[src/rtl/imem_loader_if.sv]
// Load-stream and byte-lane write bus shared by imem_loader and its environment.
interface imem_loader_if #(
    parameter int unsigned ADDR_WIDTH = 9
);
    logic                  start;
    logic [ADDR_WIDTH:0]   word_count;
    logic [7:0]            s_data;
    logic                  s_valid;
    logic                  s_ready;
    logic [3:0]            lane_we;
    logic [ADDR_WIDTH-1:0] lane_addr;
    logic [7:0]            lane_din;
    logic                  cpu_hold;
    logic                  busy;
    logic                  done;
    logic                  err;

    modport master (
        output start, word_count, s_data, s_valid,
        input  s_ready, lane_we, lane_addr, lane_din, cpu_hold, busy, done, err
    );

    modport slave (
        input  start, word_count, s_data, s_valid,
        output s_ready, lane_we, lane_addr, lane_din, cpu_hold, busy, done, err
    );
endinterface

[src/rtl/imem_loader.sv]
// Streams bytes into the four 512x8 instruction-memory lanes while holding the core in reset.
// Define IMEM_LOADER_CHECKSUM_EN to require a trailing XOR checksum byte per session.
module imem_loader #(
    parameter int unsigned ADDR_WIDTH     = 9,
    parameter int unsigned TIMEOUT_CYCLES = 65535
) (
    input  logic         clk,
    input  logic         rst_n,
    imem_loader_if.slave bus
);
    localparam logic [ADDR_WIDTH:0] DEPTH   = {1'b1, {ADDR_WIDTH{1'b0}}};
    localparam logic [ADDR_WIDTH:0] ONE     = (ADDR_WIDTH+1)'(1);
    localparam logic [31:0]         TIMEOUT = 32'(TIMEOUT_CYCLES);

    typedef enum logic [1:0] {
        S_IDLE,
        S_LOAD,
`ifdef IMEM_LOADER_CHECKSUM_EN
        S_CHECK,
`endif
        S_DONE
    } state_t;

    state_t                r_state;
    state_t                w_next;
    logic [ADDR_WIDTH:0]   r_count;
    logic [1:0]            r_byte_idx;
    logic [ADDR_WIDTH-1:0] r_word_idx;
    logic [31:0]           r_idle;
    logic                  r_err;
    logic [3:0]            r_we;
    logic [ADDR_WIDTH-1:0] r_addr;
    logic [7:0]            r_din;
`ifdef IMEM_LOADER_CHECKSUM_EN
    logic [7:0]            r_xor;
`endif

    logic w_legal, w_last_byte, w_timeout;
    logic w_ready, w_busy, w_hold, w_done;
    logic w_accept, w_data_acc, w_start_ok, w_set_err;

    assign w_legal     = (bus.word_count != '0) && (bus.word_count <= DEPTH);
    assign w_last_byte = (r_byte_idx == 2'd3) && ({1'b0, r_word_idx} == (r_count - ONE));
    // Fires on the cycle whose edge would bring the idle count up to TIMEOUT_CYCLES.
    assign w_timeout   = (TIMEOUT != '0) && ((r_idle + 32'd1) == TIMEOUT);

    always_ff @(posedge clk or negedge rst_n) begin
        if (!rst_n) r_state <= S_IDLE;
        else        r_state <= w_next;
    end

    always_comb begin
        w_next     = r_state;
        w_ready    = 1'b0;
        w_busy     = 1'b0;
        w_hold     = 1'b1;
        w_done     = 1'b0;
        w_accept   = 1'b0;
        w_data_acc = 1'b0;
        w_start_ok = 1'b0;
        w_set_err  = 1'b0;
        unique case (r_state)
            S_IDLE: begin
                w_hold = 1'b0;
                if (bus.start) begin
                    if (w_legal) begin
                        w_start_ok = 1'b1;
                        w_next     = S_LOAD;
                    end else begin
                        w_set_err = 1'b1;
                    end
                end
            end
            S_LOAD: begin
                w_ready    = 1'b1;
                w_busy     = 1'b1;
                w_accept   = bus.s_valid;
                w_data_acc = bus.s_valid;
                if (w_accept) begin
`ifdef IMEM_LOADER_CHECKSUM_EN
                    if (w_last_byte) w_next = S_CHECK;
`else
                    if (w_last_byte) w_next = S_DONE;
`endif
                end else if (w_timeout) begin
                    w_set_err = 1'b1;
                    w_next    = S_IDLE;
                end
            end
`ifdef IMEM_LOADER_CHECKSUM_EN
            S_CHECK: begin
                w_ready  = 1'b1;
                w_busy   = 1'b1;
                w_accept = bus.s_valid;
                if (w_accept) begin
                    if (bus.s_data == r_xor) begin
                        w_next = S_DONE;
                    end else begin
                        w_set_err = 1'b1;
                        w_next    = S_IDLE;
                    end
                end else if (w_timeout) begin
                    w_set_err = 1'b1;
                    w_next    = S_IDLE;
                end
            end
`endif
            S_DONE: begin
                w_done = 1'b1;
                w_next = S_IDLE;
            end
            default: w_next = S_IDLE;
        endcase
    end

    always_ff @(posedge clk or negedge rst_n) begin
        if (!rst_n) begin
            r_count    <= '0;
            r_byte_idx <= '0;
            r_word_idx <= '0;
            r_idle     <= '0;
            r_err      <= 1'b0;
            r_we       <= '0;
            r_addr     <= '0;
            r_din      <= '0;
`ifdef IMEM_LOADER_CHECKSUM_EN
            r_xor      <= '0;
`endif
        end else begin
            r_we <= '0;
            if (w_start_ok) begin
                r_count    <= bus.word_count;
                r_byte_idx <= '0;
                r_word_idx <= '0;
`ifdef IMEM_LOADER_CHECKSUM_EN
                r_xor      <= '0;
`endif
            end
            if (w_data_acc) begin
                r_we       <= 4'b0001 << r_byte_idx;
                r_addr     <= r_word_idx;
                r_din      <= bus.s_data;
                r_byte_idx <= r_byte_idx + 2'd1;
                if (r_byte_idx == 2'd3) r_word_idx <= r_word_idx + 1'b1;
`ifdef IMEM_LOADER_CHECKSUM_EN
                r_xor      <= r_xor ^ bus.s_data;
`endif
            end
            if (w_start_ok)     r_err <= 1'b0;
            else if (w_set_err) r_err <= 1'b1;
            if (w_accept || !w_busy) r_idle <= '0;
            else                     r_idle <= r_idle + 32'd1;
        end
    end

    assign bus.s_ready   = w_ready;
    assign bus.busy      = w_busy;
    assign bus.cpu_hold  = w_hold;
    assign bus.done      = w_done;
    assign bus.err       = r_err;
    assign bus.lane_we   = r_we;
    assign bus.lane_addr = r_addr;
    assign bus.lane_din  = r_din;
endmodule

[src/flat_wrapper.sv]
// flat-port wrapper written by rule: the top's interface ports become plain ports
module imem_loader_flat 
#(
    parameter int unsigned ADDR_WIDTH     = 9,
    parameter int unsigned TIMEOUT_CYCLES = 65535
)
  (clk, rst_n, bus_start, bus_word_count, bus_s_data, bus_s_valid, bus_s_ready, bus_lane_we, bus_lane_addr, bus_lane_din, bus_cpu_hold, bus_busy, bus_done, bus_err);
  imem_loader_if #(.ADDR_WIDTH(ADDR_WIDTH)) bus_i ();
  input  logic clk;
  input  logic rst_n;
  input wire logic [$bits(bus_i.start)-1:0] bus_start;
  input wire logic [$bits(bus_i.word_count)-1:0] bus_word_count;
  input wire logic [$bits(bus_i.s_data)-1:0] bus_s_data;
  input wire logic [$bits(bus_i.s_valid)-1:0] bus_s_valid;
  output wire logic [$bits(bus_i.s_ready)-1:0] bus_s_ready;
  output wire logic [$bits(bus_i.lane_we)-1:0] bus_lane_we;
  output wire logic [$bits(bus_i.lane_addr)-1:0] bus_lane_addr;
  output wire logic [$bits(bus_i.lane_din)-1:0] bus_lane_din;
  output wire logic [$bits(bus_i.cpu_hold)-1:0] bus_cpu_hold;
  output wire logic [$bits(bus_i.busy)-1:0] bus_busy;
  output wire logic [$bits(bus_i.done)-1:0] bus_done;
  output wire logic [$bits(bus_i.err)-1:0] bus_err;
  assign bus_i.start = bus_start;
  assign bus_i.word_count = bus_word_count;
  assign bus_i.s_data = bus_s_data;
  assign bus_i.s_valid = bus_s_valid;
  assign bus_s_ready = bus_i.s_ready;
  assign bus_lane_we = bus_i.lane_we;
  assign bus_lane_addr = bus_i.lane_addr;
  assign bus_lane_din = bus_i.lane_din;
  assign bus_cpu_hold = bus_i.cpu_hold;
  assign bus_busy = bus_i.busy;
  assign bus_done = bus_i.done;
  assign bus_err = bus_i.err;
  imem_loader #(.ADDR_WIDTH(ADDR_WIDTH), .TIMEOUT_CYCLES(TIMEOUT_CYCLES)) u_core (.clk(clk), .rst_n(rst_n), .bus(bus_i));
endmodule
[config.mk]
export PLATFORM = sky130hd
export DESIGN_NAME = imem_loader_flat
export DESIGN_NICKNAME = d
export VERILOG_FILES = /design/src/rtl/imem_loader_if.sv /design/src/rtl/imem_loader.sv /design/src/flat_wrapper.sv
export SDC_FILE = /design/constraint.sdc
export NUM_CORES = 1
export LEC_CHECK = 0
export CAP_MARGIN = 30
export CELL_PAD_IN_SITES_DETAIL_PLACEMENT = 0
export CELL_PAD_IN_SITES_GLOBAL_PLACEMENT = 1
export CORE_MARGIN = 5
export CORE_UTILIZATION = 39
export CTS_CLUSTER_DIAMETER = 30
export CTS_CLUSTER_SIZE = 30
export DETAILED_ROUTE_END_ITERATION = 10
export PLACE_DENSITY = 0.74
export SLEW_MARGIN = 0
export SYNTH_ARGS = -nofsm -noshare
export SYNTH_HDL_FRONTEND = slang
export SYNTH_SLANG_ARGS = --single-unit
[constraint.sdc]
create_clock -name clk -period 2.2 [get_ports clk]
set_input_delay 0.22 -clock clk [delete_from_list [all_inputs] [get_ports clk]]
set_output_delay 0.22 -clock clk [all_outputs]
set_load 0.005 [all_outputs]
# Yosys cells after proc, flatten, opt, wreduce, memory -nomap -nowiden

Index checks and enable logic that the tools add are counted.

Bits in registers: 77
Output and inout bits: 26

Add/sub/neg operators: 4
Magnitude comparators: 1
Eq/ne operators: 9
Shift operators: 1
Muxes and demuxes: 27
Reductions and logical operators: 9

Operators with widths:

| cell                    | count |
|---|---|
| $add A32 B1 Y32 const B | 1 |
| $eq A32 B16 Y1 const B  | 1 |
| $mux W32                | 1 |
| $mux W9                 | 3 |
| $mux W2                 | 7 |
| $mux W1                 | 13 |
| $eq A9 B10 Y1           | 1 |
| $le A10 B10 Y1 const B  | 1 |
| $reduce_bool A10 Y1     | 1 |
| $sub A10 B1 Y10 const B | 1 |
| $add A9 B1 Y9 const B   | 1 |
| $ne A3 B2 Y1 const B    | 2 |
| $eq A2 B2 Y1 const B    | 2 |
| $mux W4                 | 1 |
| $pmux W2 S2             | 1 |
| $reduce_and A4 Y1       | 1 |
| $reduce_bool A2 Y1      | 2 |
| $shl A1 B2 Y4 const A   | 1 |
| $add A2 B1 Y2 const B   | 1 |
| $eq A2 B1 Y1 const B    | 1 |
| $logic_and A1 B1 Y1     | 2 |
| $logic_not A2 Y1        | 1 |
| $ne A2 B1 Y1 const B    | 1 |
| $ne A2 B2 Y1 const B    | 1 |
| other kinds (3)         | 3 |

# Depth between registers and ports, before layout

Depth in word-level cells: 8
Depth in mapped cells: 9
Gate-level depth less buffers: 9

# Worst setup path after synthesis

No wires, ideal clock.

Kind: register -> register
Start: register u_core.r_idle[0]
End: register u_core.r_state[0]
Library setup time: 127 ps
Data arrival time: 1969 ps
Setup slack: 104 ps
Stages on the path, launching flop included: 9
Buffers on the path: 0
Cell sequence: dfrtp_1 ha_1 nand4_4 nor3_4 and3_1 xnor2_1 or3_1 nor3_2 a21oi_1

Cells in the longest elaborated chain, start to end: 4

Ends and longest elaborated chain:

| element                            | line               | source |
|---|---|---|
| from (decl)                        | imem_loader.sv:29  | `logic [31:0] r_idle;` |
| from (signal assigned)             | imem_loader.sv:152 | `else r_idle <= r_idle + 32'd1;` |
| $add A32 B1 Y32                    | imem_loader.sv:45  | `assign w_timeout = (TIMEOUT != '0) && ((r_idle + 32'd1) == TIMEOUT);` |
| $eq A32 B16 Y1                     | imem_loader.sv:45  |  |
| $ne A3 B2 Y1 (no source line)      | n/a                |  |
| $reduce_and A4 Y1 (no source line) | n/a                |  |
| to (signal assigned)               | imem_loader.sv:49  | `else r_state <= w_next;` |
| to (decl)                          | imem_loader.sv:24  | `state_t r_state;` |

No other way between the ends.
A chain may end at the register's enable or synchronous reset.

# Worst setup path in the final report

Start: register u_core.r_idle[1]
End: register u_core.r_state[0]

The elaborated chain is that of the path after synthesis.

==> run metrics <==
Post-Place Cell Area=roughly 5000 µm²; Final ANT Viol Nets=0; Routed Wire Length=roughly 9.5 mm; R2R Path End=u_core.r_state[0]; TritonCTS clock tree=yes; # rows=37; multi-input combinational cell area=2123 µm²; Clock Tree Root=clkbuf_8; min Tclk post-route=2060 ps; Comb power frac=~28%; Cells after Synth=463; worst reg-to-reg path cell count=8; most frequent cells in the layout=nand2_1 (84), dfrtp_1 (71), nor2_1 (59); Max transition margin=56.02%; setup_tns=0 ps; worst setup margin=approximately 140 ps; Post-Layout Cell Count=about 670; crit path launch=u_core.r_idle[1]; status=finished, final reports clean; DP Cell Count=650; sw frac=a little under a third; NetSw=0.001348 W; Setup Skew=9.365 ps; Area Growth Syn to Fin=24.83%; critical path endpoint=u_core.r_state[0]; final hold viol count=0; Worst Path Required=2440 ps; CP arrival=between 2000 and 2500 ps; Die Width=around 110 µm; Post-Syn Area=slightly above 4000 µm²; Max Cap Viol=0; clk slew on worst S/H paths=about 80 ps; number of global-route vias before repair=between 3000 and 4000; Slew Viols, Final=0; placer's final routability congestion estimate=between 0.8 and 0.9; Reg area=a little under 2000 µm²; deepest clock path buffer count=2; CTS Buf Count=9; diode count=0; first-pass GRT wire length=~16 mm; Core Box Area=a little over 10000 µm²; maximum vdd drop=approximately 0.38 mV; Mapped Nets=493; IO Pins=48; sequential-to-total area share from yosys stat=46.41%; Post-synth ARST share=100.0%; CP Launch Type=flip-flop; Max FO, Critical Path=6; Hold WC Path Type=in -> async; clk_lat worst skew=360 ps; Internal Pwr Total=0.002895 W; routed vias/inst=around 5.1; Final nets=between 500 and 600; R2R Path Start=u_core.r_idle[1]; Final setup violation count=0; synthesized area per cell=~9 µm²; worst-margin pin slew=658.1 ps; yosys warns=0; synth unique cells=57; R2R Setup Slk=around 140 ps; DR pass1 iterations=4; area of the die=~13000 µm²; Starting Density=between 40 and 50%; Peak Freq=just under 500 MHz; #FFs+latches synth=77; drt drc=0; Flop pwr share=between 40% and 50%; Overall Global Routing Usage=between 10% and 20%; Final period util=between 90% and 100%; Chip Height=between 100 and 150 µm; CTS sink cnt=between 70 and 80; WL per Instance=approximately 14 µm; Finished Cell Area=roughly 5200 µm²; antenna violations before repair=0; Leak=between 2 and 2.5 nW; pre-CTS setup slack=-148.4 ps; fraction of layout cells with a size suffix above 1=a little over an eighth; worst setup path class=reg -> reg; number of DRC markers in iteration 0=around 200; largest net degree at the start of global routing=44; dpl hpwl=approximately 7.0 mm; fillcell total=about 1000; predominant post-synthesis flop cell=dfrtp_1; pwr/cell area=roughly 800 nW/µm²; EDFF count, synth=0; H-tree depth=3; commonest non-fill, non-tap cell in the layout=nand2_1; crit end category=flip-flop; Vias=3412; Clock Power Share=27.6%; Port Buffer Count=47; gr ovfl total=0
## metrics by stage
step                      utilization (%)  total power (W)  hold slack, ps
final                               49.98         0.004243           361.7
after detailed placement            47.25         0.003074           211.6
after CTS                           49.40         0.004267           363.7
after global placement              47.25         0.003038           212.3
after floorplan                         -         0.002527          -75.59
after global routing                49.98         0.004536           376.5
## kinds of logic after synthesis
logic type | count (synthesis) | share of synthesized area (%)
multiplexers | 9 | 2.321
AND/OR/NAND/NOR | 239 | 28.54
flip-flops | 77 | 46.41
AO/OA/AOI/OAI | 57 | 8.650
buffers and inverters | 34 | 3.435
adder cells (fa/ha/maj) | 8 | 2.411
XOR/XNOR | 39 | 8.228
## worst min path at each step
stage / endpoint / slack, ps / cells after the start
global route: u_core.bus.lane_din[0] / 380 / 3
CTS: u_core.bus.lane_addr[2] / 360 / 2
finish: u_core.r_word_idx[0] / 360 / 2
detailed placement: u_core.bus.lane_we[3] / 210 / 1
global placement: u_core.bus.lane_we[3] / 210 / 1
floorplan: u_core.bus.err / -80 / 0
## flip-flops by register name (all words and copies together) (netlist names)
| signal | count |
|---|---|
| u_core.r_state | 2 |
| u_core.bus.lane_addr | 9 |
| u_core.bus.lane_din | 8 |
| u_core.bus.lane_we | 4 |
| u_core.bus.err | 1 |
| u_core.r_byte_idx | 2 |
| u_core.r_idle | 32 |
| u_core.r_word_idx | 9 |
| u_core.r_count | 10 |
## per-layer routing
layer / track usage, % / up-vias / part of all wire (%)
li1: - / 1711 / -
met1: 19.93 / 1649 / 46
met2: 26.07 / 41 / 50
met3: 3.743 / 11 / 3.1
met4: 4.327 / 0 / 1.1
met5: 0 / - / 0
## worst max-delay path, cell delays in order, from the launching register on
cell,delay [ps]
dfrtp_1,440
ha_4,180
nand4_4,130
or2_2,330
o32ai_1,130
a31oi_1,120
or3_1,390
nor3_2,150
a21oi_1,80
## layout make-up
class                      instances  share of cell area (%)
multi-input combinational        352                   40.97
sequential                        77                   37.33
timing repair buffer              75                   13.38
tap                              136                   3.283
clock buffer                      10                   2.463
clock inverter                     5                   1.642
inverter                          13                  0.9416
## power by group through the flow
stage | Combinational [W] | Sequential, W | Clock, W
floorplan | 0.000680 | 0.00185 | 0
global placement | 0.00113 | 0.00191 | 0
detailed placement | 0.00116 | 0.00191 | 0
CTS | 0.00117 | 0.00188 | 0.00121
global route | 0.00133 | 0.00194 | 0.00127
finish | 0.00117 | 0.00190 | 0.00117
## synthesized netlist by cell type (all sizes together) (6+ instances only)
library cell / instances / area, µm²
nor3: 9 / 61.31
or2: 6 / 37.54
buf: 7 / 41.28
nor4: 6 / 52.55
o21ai: 25 / 125.1
dfrtp: 77 / 1927
clkbuf: 14 / 52.55
a31oi: 6 / 37.54
xnor2: 18 / 157.7
xor2: 21 / 183.9
nor2: 59 / 221.5
ha: 8 / 100.1
inv: 12 / 45.04
nand3: 22 / 110.1
nand2: 84 / 315.3
and3: 10 / 62.56
nand4: 15 / 123.9
## what timing repair did
item | 4_1_cts | 5_1_grt
endpoints found under the hold margin | 34 | 0
hold buffers | 1 | 0
setup endpoints to repair | 0 | 3
setup buffers | 0 | 2
resized for setup | 0 | 13
(Power assumes the default switching activity.)
